**src/rtl/aig_bench_pkg.sv**
```systemverilog
// Shared types and constants for the AIG benchmark harness stages.
package aig_bench_pkg;

    typedef enum logic [1:0] {
        StIdle,
        StRun,
        StDone
    } state_e;

    localparam int unsigned MISR_W = 32;

    localparam logic [MISR_W-1:0] DEF_POLY = 32'h04C1_1DB7;
    localparam logic [MISR_W-1:0] DEF_SEED = 32'h0000_0000;

    // One MISR step: shift left, fold the polynomial back in on carry-out, absorb data.
    function automatic logic [MISR_W-1:0] misr_step(
        input logic [MISR_W-1:0] sig,
        input logic [MISR_W-1:0] poly,
        input logic [MISR_W-1:0] data
    );
        logic [MISR_W-1:0] shifted;
        shifted = {sig[MISR_W-2:0], 1'b0};
        if (sig[MISR_W-1]) begin
            shifted = shifted ^ poly;
        end
        return shifted ^ data;
    endfunction

endpackage

```
**src/rtl/misr_compactor.sv**
```systemverilog
// 32-bit multiple-input signature register; reusable by any harness stage.
module misr_compactor
    import aig_bench_pkg::*;
#(
    parameter logic [MISR_W-1:0] POLY = DEF_POLY
) (
    input  logic              clk,
    input  logic              rst,
    input  logic              load,
    input  logic              en,
    input  logic [MISR_W-1:0] seed,
    input  logic [MISR_W-1:0] data_i,
    output logic [MISR_W-1:0] sig_o
);

    logic [MISR_W-1:0] sig_q;

    always_ff @(posedge clk) begin
        if (rst) begin
            sig_q <= seed;
        end else if (load) begin
            sig_q <= seed;
        end else if (en) begin
            sig_q <= misr_step(sig_q, POLY, data_i);
        end
    end

    assign sig_o = sig_q;

endmodule

```
**src/rtl/aig_sweep_misr.sv**
```systemverilog
// Exhaustive input sweep of a small netlist with MISR compaction of its responses.
module aig_sweep_misr
    import aig_bench_pkg::*;
#(
    parameter int unsigned       N_IN          = 2,
    parameter int unsigned       N_OUT         = 18,
    parameter int unsigned       SETTLE_CYCLES = 1,
    parameter logic [MISR_W-1:0] MISR_POLY     = DEF_POLY,
    parameter logic [MISR_W-1:0] MISR_SEED     = DEF_SEED
) (
    input  logic              clk,
    input  logic              rst,
    input  logic              start,
    input  logic [MISR_W-1:0] golden_sig,
    output logic [N_IN-1:0]   pat_o,
    input  logic [N_OUT-1:0]  resp_i,
    output logic              busy,
    output logic              done,
    output logic              pass,
    output logic [MISR_W-1:0] sig_o
);

    localparam int unsigned   SW          = $clog2(SETTLE_CYCLES + 1);
    localparam logic [SW-1:0] SETTLE_LAST = SW'(SETTLE_CYCLES - 1);

    state_e            state_q, state_d;
    logic [N_IN-1:0]   pat_q, pat_d;
    logic [SW-1:0]     settle_q, settle_d;
    logic              pass_q, pass_d;
    logic              load, step;
    logic [MISR_W-1:0] resp_ext;
    logic [MISR_W-1:0] sig_next;

    assign resp_ext = MISR_W'(resp_i);
    // Signature as it will be after this edge's step, so pass can be decided on the same edge.
    assign sig_next = misr_step(sig_o, MISR_POLY, resp_ext);

    always_comb begin
        state_d  = state_q;
        pat_d    = pat_q;
        settle_d = settle_q;
        pass_d   = pass_q;
        load     = 1'b0;
        step     = 1'b0;
        case (state_q)
            StIdle: begin
                if (start) begin
                    state_d  = StRun;
                    pat_d    = '0;
                    settle_d = '0;
                    pass_d   = 1'b0;
                    load     = 1'b1;
                end
            end
            StRun: begin
                if (settle_q == SETTLE_LAST) begin
                    step     = 1'b1;
                    settle_d = '0;
                    if (&pat_q) begin
                        state_d = StDone;
                        pass_d  = (sig_next == golden_sig);
                    end else begin
                        pat_d = pat_q + 1'b1;
                    end
                end else begin
                    settle_d = settle_q + 1'b1;
                end
            end
            StDone: begin
                state_d = StIdle;
            end
            default: begin
                state_d = StIdle;
            end
        endcase
    end

    always_ff @(posedge clk) begin
        if (rst) begin
            state_q  <= StIdle;
            pat_q    <= '0;
            settle_q <= '0;
            pass_q   <= 1'b0;
        end else begin
            state_q  <= state_d;
            pat_q    <= pat_d;
            settle_q <= settle_d;
            pass_q   <= pass_d;
        end
    end

    misr_compactor #(
        .POLY (MISR_POLY)
    ) u_misr (
        .clk    (clk),
        .rst    (rst),
        .load   (load),
        .en     (step),
        .seed   (MISR_SEED),
        .data_i (resp_ext),
        .sig_o  (sig_o)
    );

    assign pat_o = pat_q;
    assign busy  = (state_q == StRun);
    assign done  = (state_q == StDone);
    assign pass  = pass_q;

endmodule

```
**config.mk**
```make
export PLATFORM = sky130hd
export DESIGN_NAME = aig_sweep_misr
export DESIGN_NICKNAME = d
export VERILOG_FILES = /design/src/rtl/aig_bench_pkg.sv /design/src/rtl/misr_compactor.sv /design/src/rtl/aig_sweep_misr.sv
export SDC_FILE = /design/constraint.sdc
export NUM_CORES = 1
export LEC_CHECK = 0
export ABC_CLOCK_PERIOD_IN_PS = 2600
export BUFFER_PORTS_ARGS = -buffer_cell sky130_fd_sc_hd__buf_2
export CAP_MARGIN = 20
export CELL_PAD_IN_SITES_DETAIL_PLACEMENT = 2
export CELL_PAD_IN_SITES_GLOBAL_PLACEMENT = 2
export CORE_MARGIN = 1
export CORE_UTILIZATION = 31
export CTS_CLUSTER_SIZE = 16
export DETAILED_ROUTE_END_ITERATION = 8
export PLACE_DENSITY = 0.79
export SLEW_MARGIN = 40
export SYNTH_ARGS = -nofsm -noshare
export SYNTH_HDL_FRONTEND = slang
export SYNTH_HIERARCHICAL = 1
export SYNTH_SLANG_ARGS = --single-unit
export TNS_END_PERCENT = 30
```
**constraint.sdc**
```tcl
create_clock -name clk -period 2.6 [get_ports clk]
set_input_delay 0.39 -clock clk [delete_from_list [all_inputs] [get_ports clk]]
set_output_delay 0.39 -clock clk [all_outputs]
set_load 0.005 [all_outputs]
```
==> reports/results.ini, run 1 <==
[global_routing]
track_usage_pct=18.4
antenna_found_initial=0
grt_overflow=0
grt_first_pass_wirelength_mm=12.1
grt_max_degree=35
grt_pass1_vias=2342

[logic_synthesis]
ys_ff_latch=37
syn_area_um2=2610
synth.distinct_cells=31
synth.avg_cell_area_um2=11.1
syn_inst=234
yosys_warnings=6
synth_seq_area_share_pct=40.7

[timing]
setup_tns_ns=0
fmax_mhz=516
final.min_clock_period_ns=1.94
slew_violations=0
worst_pin_slew_ns=0.616
rsz0062_at_grt=no
setup_viol=0
period_share_pct=74.5
hold_viol=0
slew_headroom_pct=58.9
fin_skew_ns=0.00869

[power_and_ir_drop]
p_per_area_nw_per_um2=563
leakage_nw=1.52
p_total_w=0.00193
vdd_drop_max_v=0.000227

[floorplan]
fp.dieH_um=93.7
row_count=33
start_util_pct=31.9
dieArea_um2=8780
die_w_um=93.7
coreArea_um2=8180
pin_count=90

[final_layout]
insertedDiodeCount=0
layout.nets=423
drive_above_1_share_pct=28.9
area_delta_synth_final_pct=31.4

[setup_path]
rr_worst_depth=4
endpoint_kind=flop
cp.arrival_ns=2.18
path_max_fanout=14
required_ns=2.84
crit_path_start_kind=flop
reg2reg_to=pass
reg2reg_from=u_misr/sig_o[31]
ff2ff_setup_slack_ns=0.66
critical_path_class=flop to flop

[clock_network]
clk_latency_ns=0.29
post_cts_resized=0
cts_buffers=5
tritoncts=yes
cts.sinks=37
clockBufferDepth=2
cts.reportedPaths.clkPinSlew_ns=0.08
post_cts_buffers=0
cts-hold-fix-buffers=0
cts-root-buf=clkbuf_8
cts-htree-levels=2

[drt]
wirelength_mm=7.77
num_vias=2197
via_per_inst=4.63
dr.pass1.iters=4
drcViolationCount=0
dr.first_iter.drc_count=62
wire_per_inst_um=16.4
ant_nets=0

[hold_path]
worstHoldPathType=primary input to flop
hold_depth=2
min_from=rst
whs_endpoint=pat_o[0]

[outcome]
outcome=complete, no violations

[placement]
io_buffers=89
gp_congestion=0.688
dp.final_hpwl_mm=5.83

[flow_run]
maxCapViolations=0

-- how the worst max path moves through the flow --
| stage | startpoint | slack [ns] | endpoint | cells after the start |
|---|---|---|---|---|
| 3_5_place_dp | resp_i[7] | 0.67 | pass | 6 |
| 6_report | u_misr/sig_o[31] | 0.66 | pass | 4 |
| 2_1_floorplan | start | 0.48 | u_misr/sig_o[0] | 2 |
| 4_1_cts | u_misr/sig_o[31] | 0.65 | pass | 4 |
| 5_1_grt | u_misr/sig_o[13] | 0.57 | pass | 5 |
| 3_3_place_gp | u_misr/sig_o[31] | 0.65 | pass | 4 |
-- cells by family (layout without fill, tap and decap cells) --
logic type | after synthesis | after routing | share of synthesized area (%)
xor gates and xnor gates | 84 | 84 | 35.7
AOI/OAI and AO/OA | 69 | 69 | 13.8
and+or+nand+nor | 29 | 29 | 6.48
DFF | 37 | 37 | 40.7
other | 1 | 46 | 0.144
adders and majority gates | 1 | 1 | 0.480
muxes | 2 | 2 | 0.768
buffers and inverters | 11 | 102 | 2.02
-- through the flow --
step / std cells / instance area [um2] / worst slack, ns / utilization [%] / hold slack, ns
floorplan: 279 / 2780 / 0.479 / - / 0.462
CTS: 475 / 3430 / 0.654 / 41.9 / 0.478
global placement: 467 / 3340 / 0.652 / 40.9 / 0.514
global route: 475 / 3430 / 0.565 / 41.9 / 0.491
detailed placement: 467 / 3340 / 0.670 / 40.9 / 0.533
finish: 475 / 3430 / 0.663 / 41.9 / 0.475
-- flip-flops by register name (all words and copies together) (netlist names) --
name and cells:
u_misr/sig_o 32, pat_o 2, state_q 2, pass 1
-- final cells by class --
cell class	instances	area, um2
Clock buffer	6	72.6
Clock inverter	2	10.0
Fill cell	946	4750
Multi-Input combinational cell	231	1670
Sequential cell	37	1060
Tap cell	105	131
Timing Repair Buffer	94	483
-- Yosys cell counts --
master,number,area (um2)
a222oi_1,1,10.0
nor3b_1,1,7.51
xor2_1,26,228
o21ai_1,15,75.1
mux2i_1,2,20.0
dfxtp_1,5,100
xnor2_1,45,394
clkbuf_1,7,26.3
nor3_1,1,5.00
xnor3_1,9,203
nand3b_1,1,7.51
ha_1,1,12.5
or3_1,3,18.8
conb_1,1,3.75
edfxtp_1,32,961
or2_2,1,6.26
nand3_1,2,10.0
a21o_1,1,7.51
nor4bb_1,1,10.0
nor2b_1,3,18.8
nor2_1,6,22.5
nand4_1,4,25.0
buf_6,1,11.3
xnor3_4,4,105
o21ai_0,50,250
or4_1,2,15.0
nor4_1,3,18.8
clkbuf_2,3,15.0
nand2_1,1,3.75
a22oi_1,1,7.51
a211o_1,1,8.76
-- layer usage --
metal / routed length, um / vias to the layer above / GRT usage, %
met5: 0 / - / 0
met4: 95 / 0 / 5.51
met3: 282 / 6 / 2.83
met2: 3960 / 45 / 32.4
met1: 3430 / 1081 / 23.0
li1: - / 1065 / -
-- critical path, stage by stage, from the launching register on --
cell      delay, ns
edfxtp_1       0.64
buf_4          0.31
or3_1          0.38
a222oi_1       0.39
a21o_1         0.17
-- placed cells by master (no fill, tap or decap), types with 2 or more instances in the layout --
cell and n:
or4_1 2, xor2_1 26, mux2i_1 2, dfxtp_1 5, xnor3_4 4, buf_4 5
buf_2 89, or3_1 3, nand3_1 2, nor2_1 6, clkinv_2 2, xnor3_1 9
nor2b_1 3, nor4_1 3, clkbuf_8 5, conb_1 46, nand4_1 4, o21ai_0 50
xnor2_1 45, o21ai_1 15, edfxtp_1 32
-- where the power goes --
group | internal [W] | switching [W]
clock network | 0.000186 | 0.000216
logic | 0.000375 | 0.000298
registers | 0.000750 | 0.000105
total | 0.00131 | 0.000618
Power figures use the tool's default switching activity.
==> run 2: changes to the inputs <==
Settings changed: ABC_CLOCK_PERIOD_IN_PS 2600 to 1800.
Clock period 2.6 ns to 1.8 ns, I/O delays scaled along.
==> reports/results.ini, run 2 (synthesis gave the netlist of run 1 again) <==
[final_layout]
final_cell_mix=89 x buf_2, 50 x o21ai_0, 46 x conb_1
layout.nets=448  ; +5.9%
fin_util_pct=45.0  ; +3.1 points
final_common_cell=buf_2
area_delta_synth_final_pct=41.1
insertedDiodeCount=0  ; unchanged
drive_above_1_share_pct=34.9  ; +6.0 points
largest_register_ffs=32  ; unchanged
instances_no_fill=500  ; +5.3%

[placement]
dp.final_hpwl_mm=6.50  ; +11%
gp_congestion=0.719  ; +4.6%
dp_cells=485  ; +3.9%
io_buffers=89  ; unchanged

[clock_network]
cts-hold-fix-buffers=0  ; unchanged
cts.reportedPaths.clkPinSlew_ns=0.08  ; about the same
cts.sinks=37  ; unchanged
tritoncts=yes
cts-htree-levels=2  ; unchanged
clockBufferDepth=2  ; unchanged
cts-root-buf=clkbuf_8
clk_latency_ns=0.29  ; about the same
cts_buffers=5  ; unchanged

[global_routing]
track_usage_pct=20.6  ; +2.2 points
grt_pass1_vias=2518  ; +7.5%
grt_first_pass_wirelength_mm=13.5  ; +12%
grt_overflow=0  ; unchanged
grt_max_degree=28  ; -20%
antenna_found_initial=0  ; unchanged

[setup_path]
required_ns=2.03  ; -0.81 ns
critical_path_class=flop to flop
cp-startpoint=u_misr/sig_o[13]
reg2reg_to=pass
slowest_delay_ns=0.57  ; -0.07 ns
endpoint_kind=flop
crit_path_start_kind=flop
cp-endpoint=pass
path_cells=xnor2_2, xnor2_1, or4_4, nor4_4, a21o_1
crit_slowest_cell=or4_4
reg2reg_from=u_misr/sig_o[13]
ff2ff_setup_slack_ns=-0.05  ; -0.71 ns
rr_worst_depth=5  ; +1
path_max_fanout=2  ; -12
cp.arrival_ns=2.08  ; -0.10 ns

[floorplan]
fp.dieH_um=93.7  ; unchanged
dieArea_um2=8780  ; unchanged
pin_count=90  ; unchanged
start_util_pct=31.9  ; unchanged
row_count=33  ; unchanged
coreArea_um2=8180  ; unchanged
die_w_um=93.7  ; unchanged

[power_and_ir_drop]
netSwitchingFraction_pct=32.2  ; +0.13 points
power_frac_comb_pct=39.3  ; +4.4 points
vdd_drop_max_v=0.000291  ; +28%
leakage_nw=1.67  ; +10%
p_per_area_nw_per_um2=801  ; +42%
p_seq_share_pct=40.8  ; -3.5 points
p_switching_w=0.000948  ; +53%
p_int_w=0.00200  ; +52%
power_frac_clock_pct=19.9  ; -0.9 points

[drt]
num_vias=2374  ; +8.1%
ant_nets=0  ; unchanged
drcViolationCount=0  ; unchanged
wire_per_inst_um=17.4  ; +6.1%
dr.first_iter.drc_count=40  ; -35%
dr.pass1.iters=4  ; unchanged
wirelength_mm=8.68  ; +12%
via_per_inst=4.75  ; +2.7%

[outcome]
outcome=complete, but fails checks
violations=setup timing

[timing]
final.min_clock_period_ns=1.85  ; -0.0884 ns
setup_tns_ns=-0.0488  ; -0.0488 ns
slew_violations=0  ; unchanged
setup_viol=1  ; +1
fin_skew_ns=0.00981  ; +0.00112 ns
hold_viol=0  ; unchanged
fmax_mhz=541  ; +4.8%
rsz0062_at_grt=yes
period_share_pct=103  ; +28 points
fin_ws_ns=-0.0488  ; -0.712 ns

[hold_path]
min_from=rst
worstHoldPathType=primary input to flop

[flow_run]
maxCapViolations=0  ; unchanged

run 2: cell types whose count changed in the layout (fill, tap and decap cells not counted):
cell / before / now
buf_12: 0 / 1
buf_4: 5 / 29
clkbuf_1: 1 / 3
clkinv_2: 2 / 0
nor4_1: 3 / 0
nor4_2: 0 / 2
nor4_4: 0 / 1
or3_1: 3 / 2
or3_2: 0 / 1
or4_1: 2 / 1
or4_4: 0 / 1
xnor2_1: 45 / 42
xnor2_2: 0 / 3
run 2: final cells by class:
cell class | count | area, um2
sequential | 37 | 1060
clock buffer | 8 | 80.1
multi-input combinational | 231 | 1720
timing repair buffer | 119 | 683
tap | 105 | 131
fill | 932 | 4500
run 2: per-layer routing:
layer | share of wire, % | wire length, um | global-route usage (%) | vias to the layer above
met5 | 0 | 0 | 0 | -
met4 | 2.1 | 178 | 6.41 | 0
met3 | 3.0 | 256 | 2.91 | 13
met2 | 53 | 4570 | 36.6 | 54
met1 | 42 | 3670 | 25.5 | 1192
li1 | - | - | - | 1115
run 2: worst min-delay path by stage:
stage / to / slack, ns / depth (start not counted)
3_3_place_gp: pat_o[1] / 0.53 / 2
6_report: state_q[1] / 0.39 / 2
4_1_cts: state_q[1] / 0.40 / 2
3_5_place_dp: pat_o[1] / 0.53 / 2
2_1_floorplan: pat_o[0] / 0.34 / 1
5_1_grt: state_q[1] / 0.42 / 2
run 2: what timing repair did:
item                       in CTS  in global routing
resized for setup               6                  2
pin swaps                       7                  1
setup buffers                   5                  2
setup endpoints to repair       1                  1
run 2: through the flow:
step / power (W) / hold slack, ns / cell area (um2) / setup WS (ns)
after global placement: 0.00225 / 0.527 / 3490 / -0.0676
after detailed placement: 0.00231 / 0.532 / 3490 / -0.312
final: 0.00295 / 0.386 / 3680 / -0.0488
after floorplan: 0.00186 / 0.342 / 2780 / 0.0314
after CTS: 0.00295 / 0.402 / 3650 / -0.0380
after global routing: 0.00310 / 0.420 / 3680 / -0.128
run 2: power by group through the flow:
stage / Combinational, W / Sequential [W] / Clock (W)
6_report: 0.00116 / 0.00120 / 0.000586
5_1_grt: 0.00125 / 0.00122 / 0.000628
4_1_cts: 0.00114 / 0.00120 / 0.000603
3_5_place_dp: 0.00108 / 0.00123 / 0
3_3_place_gp: 0.00103 / 0.00122 / 0
2_1_floorplan: 0.000632 / 0.00123 / 0
run 2: critical path: cells and delay by family (launching register included):
kind             cells  cell delay, ns
AND/OR/NAND/NOR      2            0.87
flip-flops           1            0.43
XOR/XNOR             2            0.31
AO/OA/AOI/OAI        1            0.18
